--- config.mk ---
export PLATFORM = sky130hd
export DESIGN_NAME = mvau_weight_ctrl
export DESIGN_NICKNAME = d
export VERILOG_FILES = /design/src/rtl/mvau_weight_ctrl.sv
export SDC_FILE = /design/constraint.sdc
export NUM_CORES = 1
export LEC_CHECK = 0
export ABC_AREA = 1
export BUFFER_PORTS_ARGS = -buffer_cell sky130_fd_sc_hd__buf_2
export CAP_MARGIN = 20
export CORE_MARGIN = 5
export CORE_UTILIZATION = 63
export CTS_CLUSTER_DIAMETER = 150
export DETAILED_ROUTE_END_ITERATION = 6
export PLACE_DENSITY = 0.85
export RECOVER_POWER = 100
export SYNTH_ARGS = -nofsm -noshare
export SYNTH_HDL_FRONTEND = slang
export SYNTH_SLANG_ARGS = --single-unit
--- constraint.sdc ---
create_clock -name aclk -period 5.1 [get_ports aclk]
set_input_delay 0.255 -clock aclk [delete_from_list [all_inputs] [get_ports aclk]]
set_output_delay 0.255 -clock aclk [all_outputs]
set_load 0.01 [all_outputs]
--- src/rtl/mvau_weight_ctrl.sv ---
// Weight-memory address sequencer for one MVAU bank: walks SIMD folds inside neuron folds,
// paced by activation beats, and freezes the memory output under downstream backpressure.
module mvau_weight_ctrl #(
    parameter int unsigned SIMD         = 2,
    parameter int unsigned PE           = 2,
    parameter int unsigned MatrixW      = 8,
    parameter int unsigned MatrixH      = 4,
    parameter int unsigned WMEM_DEPTH   = (MatrixW / SIMD) * (MatrixH / PE),
    parameter int unsigned WMEM_ADDR_BW = 3,
    parameter int unsigned REP_BW       = 16
) (
    input  logic                    aclk,
    input  logic                    aresetn,
    input  logic                    start,
    input  logic [REP_BW-1:0]       cfg_reps,
    output logic                    busy,
    output logic                    done,
    input  logic                    in_v,
    output logic                    in_rdy,
    output logic                    out_v,
    input  logic                    out_rdy,
    output logic                    out_sf_last,
    output logic                    out_nf_last,
    output logic                    out_last,
    output logic [WMEM_ADDR_BW-1:0] wmem_addr
);

    localparam int unsigned SF    = MatrixW / SIMD;
    localparam int unsigned NF    = MatrixH / PE;
    localparam int unsigned SF_BW = (SF > 1) ? $clog2(SF) : 1;
    localparam int unsigned NF_BW = (NF > 1) ? $clog2(NF) : 1;

    localparam logic [SF_BW-1:0]        SF_MAX  = SF_BW'(SF - 1);
    localparam logic [NF_BW-1:0]        NF_MAX  = NF_BW'(NF - 1);
    localparam logic [WMEM_ADDR_BW-1:0] PTR_MAX = WMEM_ADDR_BW'(WMEM_DEPTH - 1);

    localparam logic [1:0] ST_IDLE  = 2'd0;
    localparam logic [1:0] ST_RUN   = 2'd1;
    localparam logic [1:0] ST_DRAIN = 2'd2;

    logic [1:0]              r_state;
    logic [1:0]              w_state_nxt;
    logic [WMEM_ADDR_BW-1:0] r_ptr;
    logic [WMEM_ADDR_BW-1:0] r_hold_addr;
    logic [SF_BW-1:0]        r_sf_cnt;
    logic [NF_BW-1:0]        r_nf_cnt;
    logic [REP_BW-1:0]       r_vec_cnt;
    logic [REP_BW-1:0]       r_reps;
    logic                    r_out_v;
    logic                    r_sf_last;
    logic                    r_nf_last;
    logic                    r_last;
    logic                    r_done;

    logic                    w_stall;
    logic                    w_in_rdy;
    logic                    w_fire;
    logic                    w_sf_end;
    logic                    w_nf_end;
    logic                    w_vec_end;
    logic                    w_accept_start;
    logic                    w_drain_exit;
    logic [REP_BW-1:0]       w_reps_in;

    assign w_stall   = r_out_v && !out_rdy;
    assign w_in_rdy  = (r_state == ST_RUN) && !w_stall;
    assign w_fire    = in_v && w_in_rdy;

    assign w_sf_end  = (r_sf_cnt == SF_MAX);
    assign w_nf_end  = w_sf_end && (r_nf_cnt == NF_MAX);
    assign w_vec_end = w_nf_end && (r_vec_cnt == (r_reps - REP_BW'(1)));

    assign w_accept_start = (r_state == ST_IDLE) && start;
    // A zero repetition count still runs one full vector.
    assign w_reps_in      = (cfg_reps == '0) ? REP_BW'(1) : cfg_reps;

    assign w_drain_exit = (r_state == ST_DRAIN) && (!r_out_v || (out_rdy && r_last));

    // Re-presenting the held address keeps the synchronous-read output frozen during a stall.
    assign wmem_addr = w_fire ? r_ptr : r_hold_addr;

    assign busy        = (r_state == ST_RUN) || (r_state == ST_DRAIN);
    assign done        = r_done;
    assign in_rdy      = w_in_rdy;
    assign out_v       = r_out_v;
    assign out_sf_last = r_sf_last;
    assign out_nf_last = r_nf_last;
    assign out_last    = r_last;

    always_comb begin
        w_state_nxt = r_state;
        case (r_state)
            ST_IDLE:  if (start) w_state_nxt = ST_RUN;
            ST_RUN:   if (w_fire && w_vec_end) w_state_nxt = ST_DRAIN;
            ST_DRAIN: if (w_drain_exit) w_state_nxt = ST_IDLE;
            default:  w_state_nxt = ST_IDLE;
        endcase
    end

    always_ff @(posedge aclk or negedge aresetn) begin
        if (!aresetn) begin
            r_state     <= ST_IDLE;
            r_hold_addr <= '0;
            r_done      <= 1'b0;
        end else begin
            r_state     <= w_state_nxt;
            r_hold_addr <= wmem_addr;
            r_done      <= w_drain_exit;
        end
    end

    always_ff @(posedge aclk or negedge aresetn) begin
        if (!aresetn) begin
            r_ptr     <= '0;
            r_sf_cnt  <= '0;
            r_nf_cnt  <= '0;
            r_vec_cnt <= '0;
            r_reps    <= REP_BW'(1);
        end else if (w_accept_start) begin
            r_ptr     <= '0;
            r_sf_cnt  <= '0;
            r_nf_cnt  <= '0;
            r_vec_cnt <= '0;
            r_reps    <= w_reps_in;
        end else if (w_fire) begin
            r_ptr    <= (r_ptr == PTR_MAX) ? '0 : r_ptr + WMEM_ADDR_BW'(1);
            r_sf_cnt <= w_sf_end ? '0 : r_sf_cnt + SF_BW'(1);
            if (w_sf_end) begin
                r_nf_cnt <= w_nf_end ? '0 : r_nf_cnt + NF_BW'(1);
            end
            if (w_nf_end) begin
                r_vec_cnt <= r_vec_cnt + REP_BW'(1);
            end
        end
    end

    // Beat valid and fold flags travel with the memory read, one cycle behind the fire.
    always_ff @(posedge aclk or negedge aresetn) begin
        if (!aresetn) begin
            r_out_v   <= 1'b0;
            r_sf_last <= 1'b0;
            r_nf_last <= 1'b0;
            r_last    <= 1'b0;
        end else if (w_fire) begin
            r_out_v   <= 1'b1;
            r_sf_last <= w_sf_end;
            r_nf_last <= w_nf_end;
            r_last    <= w_vec_end;
        end else if (!w_stall) begin
            r_out_v   <= 1'b0;
            r_sf_last <= 1'b0;
            r_nf_last <= 1'b0;
            r_last    <= 1'b0;
        end
    end

endmodule

* Word-level counts from Yosys, hierarchy flattened
Cells that the tools add are included.
Widths: inputs -> output; s select.
** Cells by class
- Divide/modulo/power cells :: 0
- Shift-type cells :: 0
- Multipliers :: 0
- Reduce and logical (&&, ||, !) cells :: 22
- Equality and inequality tests :: 9
- Bitwise operators :: 0
- Add/subtract/negate cells :: 5
- Mux-type cells :: 24
- $lt $le $gt $ge :: 0
** Operator list (number)
- $mux 16 :: 4
- $add 16x1->16 const B :: 1
- $eq 16x16->1 :: 1
- $logic_not 16->1 :: 1
- $sub 16x1->16 const B :: 1
- $mux 2 :: 6
- $mux 3 :: 4
- $logic_and 1x1->1 :: 9
- $mux 1 :: 9
- $pmux 2 s3 :: 1
- $reduce_bool 2->1 :: 3
- $eq 2x2->1 const B :: 2
- $ne 2x1->1 const B :: 2
- $ne 2x2->1 const B :: 2
- $reduce_and 2->1 :: 2
- $add 3x1->3 const B :: 1
- $eq 3x3->1 const B :: 1
- $logic_not 1->1 :: 3
- $reduce_and 3->1 :: 1
- $add 2x1->2 const B :: 1
- $eq 2x1->1 const B :: 1
- $logic_not 2->1 :: 1
- $logic_or 1x1->1 :: 2
- $add 1x1->1 const B :: 1
** Word-level totals
- Word-level logic and storage cells :: 72
- Input port bits :: 21
- Bits in read-only memories :: 0
- Memories :: 0
- Output and inout port bits :: 10
- Register bits after elaboration :: 48
- RAM bits :: 0
- Bits in latches :: 0

* Longest topological paths before layout
- Depth after elaboration :: 8
- Mapped depth :: 16

* Worst setup path before layout
No wires, ideal clock.
- Path kind :: reg-to-output
- From :: register r_state[1]
- To :: output port wmem_addr[0]
- Slack :: 3.173 ns
- Data arrival time :: 1.672 ns
- Cell stages (with the launch flop) :: 7
- Data required time :: 4.845 ns
- Cell sequence :: dfrtp_1 inv_1 ha_1 inv_2 nor3_1 inv_2 o21ai_0
** On the way
- Longest elaborated chain between the ends :: 4
** Ends and longest elaborated chain
- start, declared :: RTL line 41 : logic [1:0] r_state;
- start signal, assigned :: RTL line 106 : r_state <= w_state_nxt;
- $eq 2x1->1 :: RTL line 66 : assign w_in_rdy = (r_state == ST_RUN) && !w_stall;
- $logic_and 1x1->1 :: RTL line 66
- $logic_and 1x1->1 :: RTL line 67 : assign w_fire = in_v && w_in_rdy;
- $mux 3 :: RTL line 80 : assign wmem_addr = w_fire ? r_ptr : r_hold_addr;
- end, declared :: RTL line 25 : output logic [WMEM_ADDR_BW-1:0] wmem_addr
No other way between the ends.

* Worst setup path in the final report
- From :: register r_state[0]
- To :: register r_vec_cnt[12]
** On the way
- Longest elaborated chain between the ends :: 5
- Elaborated cells on any way between the ends :: 9
** Ends and longest elaborated chain
- $eq 2x1->1 :: RTL line 66
- $logic_and 1x1->1 :: RTL line 66
- $logic_and 1x1->1 :: RTL line 67
- $reduce_bool 2->1 (no line)
- $reduce_and 2->1 (no line)
- end signal, assigned :: RTL line 132 : r_vec_cnt <= r_vec_cnt + REP_BW'(1);
- end, declared :: RTL line 47 : logic [REP_BW-1:0] r_vec_cnt;
Several ways; a longest one is shown, not always the timed one.
A chain may end at the register's enable or synchronous reset.

==> impl_metrics.yaml <==
setup_path:
  r2r_end: "r_vec_cnt[12]"
  critPathRequiredTime_ns: 5.33
  r2r_cells: 12
  critPathMaxFanout: 32
  cp-start-kind: "flip-flop"
  reg2reg_slack_ns: 1.81
  worst-setup-path-type: "flip-flop to flip-flop"
  worstPathArrival_ns: 3.51
  end_kind: "flip-flop"
  rr_startpoint: "r_state[0]"
routing:
  via_per_inst: 5.49
  vias: 2597
  drt_wl_total_um: 6490
  topRoutingLayerUsed: "met4"
  wl_met1_um: 2820
  wl_met2_um: 3250
  wl_met3_um: 345
  drtIter0Drc: 187
  drt_first_pass_iters: 4
  postRouteAntennaNets: 0
  drc: 0
  wl_per_cell_um: 13.7
sta:
  tns_ns: 0
  setup_viol: 0
  finClkSkew_ns: 0.00872
  finalCritPeriodShare_pct: 64.5
  slew_headroom_pct: 3.18
  whs_ns: 0.165
  fmax_ghz: 0.304
  timing.final.ws_setup_ns: 1.81
  maxSlewViolCount: 0
  rsz0062_at_grt: "no"
  final-hold-violation-count: 0
  tightest_slew_ns: 1.45
  period_needed_ns: 3.29
place:
  gp_congestion: 0.885
  io_buffers: 30
  hpwl_um: 4780
  dpl_cell_area_um2: 3140
  pre_cts_slack_ns: 2.86
power:
  peakVddDrop_mv: 0.270
  power_leakage_nw: 1.61
  p_per_area_nw_per_um2: 469
clock_network:
  cts_buffer_depth: 2
  cts_htree_levels: 2
  cts_tree: "done"
  post_cts_buffers: 0
  cts_buffers: 5
  root_buffer: "clkbuf_8"
  clk_pin_slew_ns: 0.09
  ctsResizeCount: 0
  numClockSinks: 48
  insertion_delay_ns: 0.30
global_route:
  grt_use_total_pct: 22.4
  grt_pass1_wl_um: 11100
  antenna_found_initial: 0
  grt_overflow_total: 0
  grt_max_degree: 49
  grt_pass1_vias: 2533
cells_and_area:
  layout_commonest_cell: "nand2_1"
  diodes: 0
  finish.utilization_pct: 71.8
  area_growth_pct: 8.55
  seq_area_um2: 1200
  nets: 450
  multi_input_comb_area_um2: 1470
  n_fill_cell: 375
  drive_gt1_share_pct: 11.2
  final_cell_mix: "116 x nand2_1, 47 x inv_1, 47 x dfrtp_1, 31 x nor2_1, 26 x nand3_1"
  final_cell_area_um2: 3190
floorplanning:
  dieHeight_um: 78.3
  ios: 31
  num_rows: 24
  die-area_um2: 6130
  die_x_um: 78.3
  start_util_pct: 66.2
  coreArea_um2: 4440
worst_hold_path:
  worstHoldPathType: "primary input to flip-flop"
  holdCritStartpoint: "cfg_reps[3]"
  hold_depth: 3
  worst_hold_path.endpoint: "r_reps[3]"
synth:
  synth.net_count: 416
  synth_top_area_share_pct: 40.0
  ys_warn_count: 0
  synth_ff_type: "dfrtp_1"
  postSynthCellCount: 386
  syn-cell-area_um2: 2940
  synth_edf_count: 0
  ys_ff_latch: 48
  synth_area_per_cell_um2: 7.62
  synthTopCellsByArea: "dfrtp_1 40%, nand2_1 14%, inv_1 5.6%"
  synth_area_leader_cell: "dfrtp_1"
  seq_area_frac_synth_pct: 40.9
  ys_types: 32
  ys_async_sr_fraction_pct: 100
flow_run:
  maxCapViolCount: 0
run_status:
  outcome: "finished, final reports clean"
## cells by family after synthesis
logic type | after synthesis | share of synthesized area [%]
AOI/OAI and AO/OA | 41 | 7.36
buffers and inverters | 54 | 6.94
xor gates and xnor gates | 17 | 5.06
and+or+nand+nor | 217 | 35.9
adders and majority gates | 9 | 3.83
DFF | 48 | 40.9
## registers in the layout, indices dropped and copies added (netlist names)
name         cells
r_reps          16
out_v            1
out_sf_last      1
r_vec_cnt       16
out_last         1
r_state          2
out_nf_last      1
r_ptr            3
r_sf_cnt         2
done             1
r_nf_cnt         1
r_hold_addr      3
## repair_timing
item                                   CTS  global route
endpoints found under the hold margin    0            20
setup endpoints to repair                0             0
hold buffers                             0             1
## area by class of cell
cell class              instances  share of cell area, %
multi-input cells             284                   46.0
inverters                      48                   5.64
clock inverters                 2                   1.22
flip-flops and latches         48                   37.7
well taps                      52                   2.04
clock buffers                   6                   2.59
repair buffers                 33                   4.82
## synth_stat cells (7+ instances only)
cell type,n
a21oi_1,12
dfrtp_1,47
ha_1,9
inv_1,44
nand2_1,113
nand2_2,7
nand3_1,24
nand4_1,11
nor2_1,28
nor2_2,8
o21ai_0,22
xor2_1,12
## where the power goes
group / internal (mW) / total, mW / switching [mW] / leakage, nW
logic: 0.218 / 0.627 / 0.409 / 0.919
registers: 0.480 / 0.579 / 0.0987 / 0.634
clock network: 0.160 / 0.291 / 0.131 / 0.0614
## routing by layer
layer	up-vias	global-route usage [%]
met5	-	0
met2	56	37.7
met4	0	7.34
met3	8	4.69
li1	1302	-
met1	1231	29.0
## how the worst max path moves through the flow
| stage | startpoint | endpoint | depth (start not counted) |
|---|---|---|---|
| after global routing | r_state[0] | r_vec_cnt[12] | 12 |
| after floorplan | r_state[1] | wmem_addr[0] | 6 |
| after global placement | r_state[1] | wmem_addr[2] | 7 |
| final | r_state[0] | r_vec_cnt[12] | 12 |
| after detailed placement | r_state[1] | wmem_addr[2] | 7 |
| after CTS | r_state[1] | wmem_addr[2] | 7 |
## through the flow
stage / power, mW / cells
2_1_floorplan: 1.06 / 386
3_3_place_gp: 1.20 / 463
3_5_place_dp: 1.23 / 463
4_1_cts: 1.52 / 471
5_1_grt: 1.62 / 473
6_report: 1.50 / 473
## worst max-delay path, stage by stage (launching register included)
cell and delay [ns]:
dfrtp_1 0.40, inv_1 0.10, ha_1 0.22, nand2_1 0.07, clkbuf_1 1.03, nand2_1 0.51
nand4_1 0.23, nor2_1 0.09, nand2_1 0.11, nor2_1 0.11, nand3_1 0.10, nand2_1 0.06
a21oi_1 0.17
Power figures use the tool's default switching activity.
